==> config.mk <==
export PLATFORM = sky130hd
export DESIGN_NAME = continuous_scheduler
export DESIGN_NICKNAME = d
export VERILOG_FILES = /design/src/rtl/continuous_scheduler.sv
export SDC_FILE = /design/constraint.sdc
export NUM_CORES = 1
export LEC_CHECK = 0
export CORE_MARGIN = 2
export CORE_UTILIZATION = 40
export DETAILED_ROUTE_END_ITERATION = 12
export PLACE_DENSITY = 0.68
export SLEW_MARGIN = 10
export SYNTH_ARGS = -nofsm -noshare
export SYNTH_HDL_FRONTEND = slang
export SYNTH_SLANG_ARGS = --single-unit
==> constraint.sdc <==
create_clock -name clk_50m -period 7.5 [get_ports clk_50m]
set_input_delay 1.5 -clock clk_50m [delete_from_list [all_inputs] [get_ports clk_50m]]
set_output_delay 1.5 -clock clk_50m [all_outputs]
set_load 0.05 [all_outputs]
==> src/rtl/continuous_scheduler.sv <==
// Round-robin scheduler that repeatedly requests measurements for every sensor
// whose continuous-enable bit is set, with a minimum gap and a completion timeout.
module continuous_scheduler #(
    parameter int unsigned PERIOD  = 100000000,
    parameter int unsigned TIMEOUT = 150000000
) (
    input  logic       clk_50m,
    input  logic       reset,
    input  logic       cmd_start,
    input  logic       cmd_stop,
    input  logic [2:0] cmd_addr,
    input  logic       req_ready,
    input  logic       meas_done,
    output logic       req_valid,
    output logic [2:0] req_addr,
    output logic [7:0] active_mask,
    output logic       busy,
    output logic       timeout_err
);

    localparam int unsigned NS = 8;
    localparam int unsigned AW = 3;
    localparam int unsigned PW = (PERIOD > 1) ? $clog2(PERIOD) : 1;
    localparam int unsigned TW = (TIMEOUT > 1) ? $clog2(TIMEOUT) : 1;

    typedef enum logic [1:0] {
        IDLE,
        WAIT_PERIOD,
        REQUEST,
        WAIT_DONE
    } state_t;

    state_t          state_q, state_d;
    logic [AW-1:0]   last_q, last_d;
    logic [PW-1:0]   pcnt_q, pcnt_d;
    logic [TW-1:0]   tcnt_q, tcnt_d;
    logic [NS-1:0]   mask_d, start_bit, stop_bit;
    logic            req_valid_d, busy_d, terr_d;
    logic [AW-1:0]   req_addr_d;

    // First set bit strictly after 'last', wrapping; 'last' itself is checked last.
    function automatic logic [AW-1:0] rr_pick(input logic [NS-1:0] mask,
                                              input logic [AW-1:0] last);
        logic [AW-1:0] idx;
        logic [AW-1:0] pick;
        logic          found;
        pick  = last;
        found = 1'b0;
        for (int k = 1; k <= NS; k++) begin
            idx = last + AW'(k);
            if (!found && mask[idx]) begin
                pick  = idx;
                found = 1'b1;
            end
        end
        return pick;
    endfunction

    always_comb begin
        start_bit   = '0;
        stop_bit    = '0;
        state_d     = state_q;
        req_valid_d = req_valid;
        req_addr_d  = req_addr;
        last_d      = last_q;
        pcnt_d      = pcnt_q;
        tcnt_d      = tcnt_q;
        terr_d      = 1'b0;

        if (cmd_start) start_bit[cmd_addr] = 1'b1;
        if (cmd_stop)  stop_bit[cmd_addr]  = 1'b1;
        // Stop is applied after start so a same-cycle pair leaves the bit clear.
        mask_d = (active_mask | start_bit) & ~stop_bit;

        case (state_q)
            IDLE: begin
                if (active_mask != '0) begin
                    state_d     = REQUEST;
                    req_valid_d = 1'b1;
                    req_addr_d  = rr_pick(active_mask, '1);
                end
            end
            WAIT_PERIOD: begin
                if (active_mask == '0) begin
                    state_d = IDLE;
                end else if (pcnt_q == PW'(PERIOD - 1)) begin
                    state_d     = REQUEST;
                    req_valid_d = 1'b1;
                    req_addr_d  = rr_pick(active_mask, last_q);
                end else if (pcnt_q != '1) begin
                    pcnt_d = pcnt_q + PW'(1);
                end
            end
            REQUEST: begin
                // An accepted handshake stands even if the bit is being withdrawn.
                if (req_valid && req_ready) begin
                    state_d     = WAIT_DONE;
                    req_valid_d = 1'b0;
                    tcnt_d      = '0;
                end else if (req_valid) begin
                    if (!active_mask[req_addr]) begin
                        req_valid_d = 1'b0;
                        if (active_mask == '0) state_d = IDLE;
                    end
                end else if (active_mask == '0) begin
                    state_d = IDLE;
                end else begin
                    req_valid_d = 1'b1;
                    req_addr_d  = rr_pick(active_mask, last_q);
                end
            end
            WAIT_DONE: begin
                if (meas_done || (tcnt_q == TW'(TIMEOUT - 1))) begin
                    terr_d  = !meas_done;
                    last_d  = req_addr;
                    pcnt_d  = '0;
                    state_d = WAIT_PERIOD;
                end else if (tcnt_q != '1) begin
                    tcnt_d = tcnt_q + TW'(1);
                end
            end
            default: state_d = IDLE;
        endcase

        busy_d = (state_d != IDLE);
    end

    always_ff @(posedge clk_50m) begin
        if (reset) begin
            state_q     <= IDLE;
            active_mask <= '0;
            req_valid   <= 1'b0;
            req_addr    <= '0;
            busy        <= 1'b0;
            timeout_err <= 1'b0;
            last_q      <= '1;
            pcnt_q      <= '0;
            tcnt_q      <= '0;
        end else begin
            state_q     <= state_d;
            active_mask <= mask_d;
            req_valid   <= req_valid_d;
            req_addr    <= req_addr_d;
            busy        <= busy_d;
            timeout_err <= terr_d;
            last_q      <= last_d;
            pcnt_q      <= pcnt_d;
            tcnt_q      <= tcnt_d;
        end
    end

endmodule

==> impl_metrics.tcl, run 1 <==
set metrics [dict create \
    status "finished clean" \
    grt_pass1_wl_mm 18.52 \
    postCtsSetupBuffers 0 \
    initial_core_util_pct 40.94 \
    tightest_slew_ns 1.158 \
    ys_async_sr_fraction_pct 0 \
    slowest_stage "dfxtp_1" \
    power_leakage_nw 1.774 \
    drive_gt1_share_pct 12.14 \
    rows 39 \
    syn_inst 543 \
    slew_violations 0 \
    ys.flop_type "dfxtp_1" \
    tritoncts "yes" \
    cts_inserted_buffers 9 \
    worst_ep_arrival_time_ns 3.79 \
    antenna_found_initial 0 \
    grt_max_degree 28 \
    hp-class "flip-flop to flip-flop" \
    synth_seq_cells 74 \
    start_kind "flip-flop" \
    area_growth_pct 11.51 \
    syn-cell-area_um2 4654 \
    path_class "flip-flop to flip-flop" \
    max_freq_mhz 279.9 \
    hold_ws_ns 0.4823 \
    min_period_over_period_pct 47.64 \
    first_pass_iters 4 \
    dr_total_vias 4109 \
    clockRootBuffer "clkbuf_16" \
    synth.distinct_cells 71 \
    ys.warnings.count 0 \
    power.density_nw_per_um2 193.5 \
    clk_latency_ns 0.33 \
    overflow 0 \
    slowest_delay_ns 0.72 \
    setup_viol 0 \
    vias_per_cell 5.912 \
    intPower_mw 0.7296 \
    yosysSeqAreaShare_pct 31.83 \
    drc 0 \
    wl_per_cell_um 15.68 \
    synth_area_per_cell_um2 8.572 \
    core_um2 11370 \
    fin_crit_ns 3.573 \
    routabilityCongestion 0.8302 \
    track_usage_pct 17.66 \
    required_ns 7.72 \
    ant_nets 0 \
    hold_viol 0 \
    power.switching_mw 0.2750 \
    antennaDiodeCount 0 \
    ctsResizeCount 0 \
    cp_num_buf_inv 1 \
    skew_ns 0.005819 \
    path_cells "inv_1 -> ha_1 -> mux4_2 -> mux2i_1 -> o22ai_1 -> a211oi_1 -> xnor2_1 -> o41ai_1" \
    clkTransAtPathRegs_ns 0.06 \
    setup_tns_ns 0 \
    totalWireLength_mm 10.90 \
    synth_edf_count 0 \
    hpwl_mm 7.635 \
    peakVddDrop_mv 0.1121 \
    numPortBuffers 22 \
    synth_area_leaders "dfxtp_1, mux4_2, nor2_1, xor2_1, nand3_1" \
    comb_power_share_pct 16.3 \
    synth_nets 561 \
    final_net_count 566 \
    swShare_pct 27.37 \
    yosysTopAreaCell "dfxtp_1" \
    die_w_um 111.9 \
    clkPwrFrac_pct 41.6 \
    seq_power_share_pct 42.1 \
    slew_headroom_pct 22.79 \
    dieArea_um2 12510 \
    cp_top_family "multiplexers" \
    synth_top_area_share_pct 31.83 \
    setup.worst_path.end_class "flip-flop" \
    cts.sinks 74 \
    nFillCells 1094 \
    grt_pass1_vias 3889 \
    worstPathMaxFanout 11 \
    hold_buffers 0 \
    rsz0062_at_grt "false" \
    die_y_um 111.9 \
    first_iter_violations 336 \
    clockBufferDepth 2 \
    io_pins 23 \
    cap_violations 0 \
    h-tree-depth 3 \
]
==> state kept, by name, indices dropped and copies added (netlist names) <==
name	count
active_mask	8
busy	1
last_q	3
pcnt_q	27
req_addr	3
req_valid	1
state_q	2
tcnt_q	28
timeout_err	1
==> routing by layer <==
metal | global-route usage (%) | wire, um | up-vias
met5 | 0 | 0 | -
met4 | 7.407 | 170 | 0
met3 | 2.232 | 290 | 16
met2 | 29.45 | 5418 | 74
met1 | 23.13 | 5016 | 1988
li1 | - | - | 2031
==> worst paths after layout <==
check	startpoint	to	slack, ns	cells after the start
setup / recovery	last_q[0]	req_addr[0]	3.93	8
hold / removal	pcnt_q[1]	pcnt_q[1]	0.48	2
setup reg to reg	last_q[0]	req_addr[0]	3.93	8
hold reg to reg	pcnt_q[1]	pcnt_q[1]	0.48	2
==> logic make-up after synthesis <==
| family | count (synthesis) | share of synthesized area (%) |
|---|---|---|
| AOI/OAI and AO/OA | 114 | 17.53 |
| xor gates and xnor gates | 33 | 6.210 |
| adders and majority gates | 9 | 2.419 |
| buffers and inverters | 48 | 4.919 |
| DFF | 74 | 31.83 |
| muxes | 23 | 8.253 |
| and+or+nand+nor | 242 | 28.84 |
==> placed cells by master, fill, tap and decap left out, types with 15 or more instances in the layout <==
master,count
o21ai_1,16
nor3_1,16
a21oi_2,16
clkdlybuf4s50_1,22
dfxtp_1,74
nand3_1,32
or3_1,15
nor2_1,55
inv_1,19
nand4_1,18
xor2_1,21
nand2_1,35
a21oi_1,23
==> tightest hold or removal path: stages, from the launching register on <==
cell and delay [ns]:
dfxtp_1 0.32, nand2_1 0.06, a21oi_1 0.06
==> cell usage after synthesis, types with 3 or more instances <==
cell type,n
a211o_1,4
inv_1,19
and3_1,12
a211oi_1,5
nor2_1,55
nand4_1,18
and2_1,3
a21oi_1,23
buf_2,7
or3_1,15
nor3_1,16
ha_1,9
mux2_2,3
a21oi_2,16
or3_2,5
xnor2_1,12
clkbuf_1,16
or4_1,4
and4_1,8
dfxtp_1,74
mux2i_1,8
nor4_1,9
o21ai_1,16
nand3_1,32
nor2b_1,10
nand2_1,35
xor2_1,21
mux4_2,12
a311oi_1,6
nor4b_1,4
a31oi_1,9
o21ai_0,11
==> power groups by stage <==
stage	Clock, mW	Sequential, mW	Combinational (mW)
detailed placement	0	0.432	0.161
finish	0.418	0.423	0.164
global placement	0	0.431	0.158
CTS	0.424	0.423	0.163
global route	0.443	0.424	0.175
floorplan	0	0.458	0.0878
==> cell type report <==
class	instances	area (um^2)	area share, %
Multi-Input combinational cell	421	2944	56.73
Tap cell	143	178.9	3.447
Timing Repair Buffer	23	227.7	4.388
Clock buffer	12	246.5	4.749
Sequential cell	74	1481	28.54
Inverter	19	71.32	1.374
Clock inverter	3	40.04	0.7715
==> metrics by stage <==
stage | std cells | area [um^2] | power, mW | setup slack [ns] | util [%]
after global placement | 680 | 4903 | 0.5892 | 3.667 | 43.13
after detailed placement | 680 | 4903 | 0.5930 | 3.606 | 43.13
after floorplan | 543 | 4654 | 0.5458 | 4.477 | -
after global routing | 695 | 5190 | 1.043 | 3.632 | 45.65
after CTS | 695 | 5190 | 1.010 | 3.944 | 45.65
final | 695 | 5190 | 1.005 | 3.927 | 45.65
(Power assumes the default switching activity.)
==> run 2: changes to the inputs <==
==> constraint.sdc (replaced) <==
create_clock -name clk_50m -period 3.4 [get_ports clk_50m]
set_input_delay 0.68 -clock clk_50m [delete_from_list [all_inputs] [get_ports clk_50m]]
set_output_delay 0.68 -clock clk_50m [all_outputs]
set_load 0.05 [all_outputs]
==> run 2 against run 1 <==
  * Routed wire length grew 1.7%
  * Cell count grew 1.2%
  * Fmax rose by 14%
  * Non-clock buffer count is 7 higher
  * Clock skew up 0.0037 ns
  * Worst setup slack got worse by 3.7 ns
  * Sequential power rose by 120%
  * Critical path type unchanged
  * Largest power group is now the clock network
==> impl_metrics.tcl, run 2 (same netlist as run 1, synthesis figures left out) <==
set metrics [dict create \
    status "finished clean" \
    dr_total_vias 4171 \
    hp-class "flip-flop to flip-flop" \
    clockBufferDepth 2 \
    fin_util_pct 46.73 \
    die_w_um 111.9 \
    min_period_over_period_pct 91.92 \
    totalWireLength_mm 11.09 \
    dieArea_um2 12510 \
    final_net_count 573 \
    die_y_um 111.9 \
    slew_violations 0 \
    setup_tns_ns 0 \
    nFillCells 1085 \
    initial_core_util_pct 40.94 \
    skew_ns 0.009534 \
    layout_common_cells "dfxtp_1, nor2_1, nand2_1" \
    grt_pass1_vias 3999 \
    worstHoldStart "pcnt_q[1]" \
    track_usage_pct 18.32 \
    reg2reg_from "last_q[1]" \
    power_leakage_nw 1.829 \
    tightest_slew_ns 1.173 \
    final_common_cell "dfxtp_1" \
    clkTransAtPathRegs_ns 0.06 \
    path_cells "inv_1 -> ha_2 -> mux4_2 -> or4_1 -> nand3b_1 -> o21ai_0 -> o211ai_1 -> a221oi_1" \
    grt_pass1_wl_mm 18.92 \
    io_pins 23 \
    area_growth_pct 14.14 \
    ff2ff_setup_slack_ns 0.27 \
    worst_ep_arrival_time_ns 3.37 \
    tritoncts "yes" \
    slew_headroom_pct 21.80 \
    reg_top3 "tcnt_q x28, pcnt_q x27, active_mask x8" \
    whs_path_depth 2 \
    core_um2 11370 \
    slowest_stage "mux4_2" \
    clockRootBuffer "clkbuf_16" \
    cts.sinks 74 \
    ant_nets 0 \
    dp.cells 687 \
    max_freq_mhz 320.0 \
    numPortBuffers 22 \
    cap_violations 0 \
    reg2reg_depth 8 \
    overflow 0 \
    drc 0 \
    hold_viol 0 \
    setup_viol 0 \
    holdPathEnd "pcnt_q[1]" \
    antenna_found_initial 0 \
    hpwl_mm 7.681 \
    drive_gt1_share_pct 13.75 \
    slowest_delay_ns 0.59 \
    cts_inserted_buffers 9 \
    timing.rr.end "req_addr[2]" \
    setup.worst_path.end_class "flip-flop" \
    peakVddDrop_mv 0.2447 \
    fin_crit_ns 3.125 \
    wl_per_cell_um 15.77 \
    clk_latency_ns 0.34 \
    largest_reg_flops 28 \
    rows 39 \
    first_pass_iters 5 \
    grt_max_degree 28 \
    rsz0062_at_grt "false" \
    largest-register "tcnt_q" \
    antennaDiodeCount 0 \
    routabilityCongestion 0.9372 \
    required_ns 3.64 \
    worstPathMaxFanout 10 \
    power.density_nw_per_um2 456.2 \
    hold_ws_ns 0.4839 \
    h-tree-depth 3 \
    first_iter_violations 306 \
    path_class "flip-flop to flip-flop" \
    start_kind "flip-flop" \
    final_cells 703 \
    vias_per_cell 5.933 \
    hold_buffers 0 \
]
run 2: critical path, delay by kind of cell, from the launching register on:
family,cells,cell delay (ns)
AOI/OAI and AO/OA,3,0.50
adders and majority gates,1,0.50
buffers and inverters,1,0.15
DFF,1,0.55
muxes,1,0.59
and+or+nand+nor,2,0.74
run 2: cell type report:
cell class	instances	area (um^2)	area share (%)
multi-input combinational	421	2947	55.46
sequential	74	1481	27.89
timing repair buffer	30	280.3	5.276
clock buffer	12	256.5	4.828
tap	143	178.9	3.368
clock inverter	4	97.59	1.837
inverter	19	71.32	1.342
run 2: power breakdown:
| group | internal, mW | switching, mW | total (mW) |
|---|---|---|---|
| registers | 0.893 | 0.0387 | 0.932 |
| logic | 0.137 | 0.228 | 0.365 |
| clock network | 0.757 | 0.370 | 1.13 |
| total | 1.79 | 0.636 | 2.42 |
run 2: worst max-delay path by stage:
stage	endpoint	startpoint	cells after the start	slack [ns]
after floorplan	req_addr[2]	last_q[1]	10	0.47
after global placement	req_addr[2]	last_q[1]	8	0.39
after detailed placement	req_addr[2]	last_q[1]	8	0.23
after CTS	req_addr[2]	last_q[1]	8	0.20
after global routing	pcnt_q[19]	active_mask[3]	7	0.09
final	req_addr[2]	last_q[1]	8	0.27
run 2: layer usage:
metal / up-vias / global-route usage (%) / share of wire (%)
li1: 2045 / - / -
met1: 2010 / 23.38 / 44
met2: 103 / 31.07 / 49
met3: 13 / 2.722 / 4.7
met4: 0 / 7.490 / 1.7
met5: - / 0 / 0
run 2: metrics by stage:
stage	power, mW	instance area, um^2	setup WS, ns
global placement	1.309	4956	0.3858
global route	2.507	5313	0.08968
detailed placement	1.313	4956	0.2325
finish	2.423	5313	0.2747
CTS	2.440	5310	0.2039
floorplan	1.204	4654	0.4732
run 2: timing repair:
action	CTS	global route
setup buffers	0	0
resized for setup	0	1
setup endpoints to repair	0	1
==> run 3: changes to the inputs <==
--- a/config.mk
+++ b/config.mk
@@ -5,6 +5,7 @@
 export SDC_FILE = /design/constraint.sdc
 export NUM_CORES = 1
 export LEC_CHECK = 0
+export CAP_MARGIN = 25
 export CORE_MARGIN = 2
 export CORE_UTILIZATION = 40
 export DETAILED_ROUTE_END_ITERATION = 12
==> run 3 against run 2 <==
  * Worst hold slack better by 0.0033 ns
  * Sequential power about the same
  * Highest routed layer unchanged
  * Combinational power about the same
  * Clock power down 17%
  * Fmax down 0.97%
  * Critical path type unchanged
  * Clock skew down 0.0041 ns
  * Total power down 7.5%
==> impl_metrics.tcl, run 3 (same netlist as run 1, synthesis figures left out) <==
set metrics [dict create \
    dieArea_um2 12510 \
    wl_per_cell_um 15.73 \
    postCtsSetupBuffers 0 \
    dr_total_vias 4181 \
    h-tree-depth 3 \
    worst_ep_arrival_time_ns 3.38 \
    peakVddDrop_mv 0.2688 \
    grt_max_degree 28 \
    clockBufferDepth 2 \
    nFillCells 1080 \
    wl_met1_mm 4.880 \
    ff2ff_setup_slack_ns 0.24 \
    tightest_slew_ns 0.6673 \
    largest_reg_flops 28 \
    hpwl_mm 7.702 \
    final_net_count 574 \
    drive_gt1_share_pct 13.77 \
    area_growth_pct 13.06 \
    die_y_um 111.9 \
    clockRootBuffer "clkbuf_16" \
    ant_nets 0 \
    track_usage_pct 17.95 \
    wl_met2_mm 5.484 \
    numPortBuffers 22 \
    worstPathMaxFanout 10 \
    antenna_found_initial 0 \
    routabilityCongestion 0.9372 \
    hp-class "flip-flop to flip-flop" \
    critPathLaunch "last_q[1]" \
    first_iter_violations 360 \
    die_w_um 111.9 \
    grt_pass1_wl_mm 18.61 \
    multi_input_area_um2 2947 \
    final_cell_area_um2 5263 \
    fin_crit_ns 3.156 \
    totalWireLength_mm 11.04 \
    cp_num_buf_inv 1 \
    start_kind "flip-flop" \
    regArea_um2 1481 \
    timing.rr.end "req_addr[2]" \
    setup.worst_path.end_class "flip-flop" \
    setup_viol 0 \
    slowest_stage "mux4_2" \
    dpl_cell_area_um2 4967 \
    vias_per_cell 5.956 \
    grt_pass1_vias 3853 \
    hold_ws_ns 0.4872 \
    initial_core_util_pct 40.94 \
    cap_violations 0 \
    hold_viol 0 \
    reg2reg_depth 8 \
    hold_buffers 0 \
    final_common_cell "dfxtp_1" \
    skew_ns 0.005402 \
    io_pins 23 \
    required_ns 3.63 \
    first_pass_iters 5 \
    rsz0062_at_grt "false" \
    core_um2 11370 \
    overflow 0 \
    path_cells "inv_1 -> ha_2 -> mux4_2 -> or4_1 -> nand3b_1 -> o21ai_0 -> o211ai_1 -> a221oi_1" \
    setup_tns_ns 0 \
    largest-register "tcnt_q" \
    slew_violations 0 \
    power.density_nw_per_um2 426.0 \
    clkTransAtPathRegs_ns 0.06 \
    min_period_over_period_pct 92.83 \
    rows 39 \
    drc 0 \
    tritoncts "yes" \
    cts.sinks 74 \
    highest_layer "met4" \
    path_class "flip-flop to flip-flop" \
    cp-endpoint "req_addr[2]" \
    reg_top3 "tcnt_q x28, pcnt_q x27, active_mask x8" \
    clk_latency_ns 0.34 \
    ctsResizeCount 0 \
    path_depth 8 \
    reg2reg_from "last_q[1]" \
    cts_inserted_buffers 9 \
    slew_headroom_pct 55.40 \
    status "finished clean" \
    slowest_delay_ns 0.59 \
    routed-wl-met3_um 493 \
    antennaDiodeCount 0 \
    layout_common_cells "dfxtp_1, nor2_1, nand2_1" \
    power_leakage_nw 1.803 \
    max_freq_mhz 316.9 \
    cp_top_family "simple AND/OR/NAND/NOR gates" \
]
-- run 3: cell types whose count changed in the layout (fill, tap and decap cells not counted), sizes merged --
cell	change
buf	+1
bufinv	-2
clkbuf	-2
clkinvlp	+1
clkinv	+1
-- run 3: routing by layer --
metal / vias to the layer above / global-route usage [%]
met4: 0 / 7.078
met3: 14 / 3.593
met1: 2011 / 22.92
met2: 105 / 29.86
li1: 2051 / -
met5: - / 0
-- run 3: final cells by class --
type / instances / area share, %
Clock inverter: 4 / 1.022
Timing Repair Buffer: 31 / 5.540
Multi-Input combinational cell: 421 / 55.99
Tap cell: 143 / 3.400
Sequential cell: 74 / 28.15
Inverter: 19 / 1.355
Clock buffer: 10 / 4.541
-- run 3: worst min-delay path by stage --
stage | from | to | depth (start not counted) | slack (ns)
after floorplan | pcnt_q[1] | pcnt_q[1] | 2 | 0.45
after global placement | pcnt_q[1] | pcnt_q[1] | 2 | 0.46
after detailed placement | pcnt_q[6] | pcnt_q[6] | 2 | 0.48
after CTS | pcnt_q[6] | pcnt_q[6] | 2 | 0.49
after global routing | pcnt_q[1] | pcnt_q[1] | 2 | 0.51
final | pcnt_q[1] | pcnt_q[1] | 2 | 0.49
-- run 3: power breakdown --
| group | switching (mW) | total [mW] | internal, mW |
|---|---|---|---|
| clock | 0.360 | 0.941 | 0.580 |
| sequential | 0.0393 | 0.933 | 0.893 |
| combinational | 0.231 | 0.368 | 0.138 |
-- run 3: stage by stage --
step	std cells	util [%]	total power, mW	setup WS (ns)
floorplan	543	-	1.204	0.4732
finish	702	46.29	2.242	0.2439
detailed placement	688	43.69	1.314	0.2148
CTS	702	46.26	2.255	0.1935
global route	702	46.29	2.329	0.08693
global placement	687	43.59	1.309	0.3858
-- run 3: worst min-delay path: stages, from the launching register on --
cell and delay, ns:
dfxtp_1 0.32, nand2_1 0.06, a21oi_1 0.06
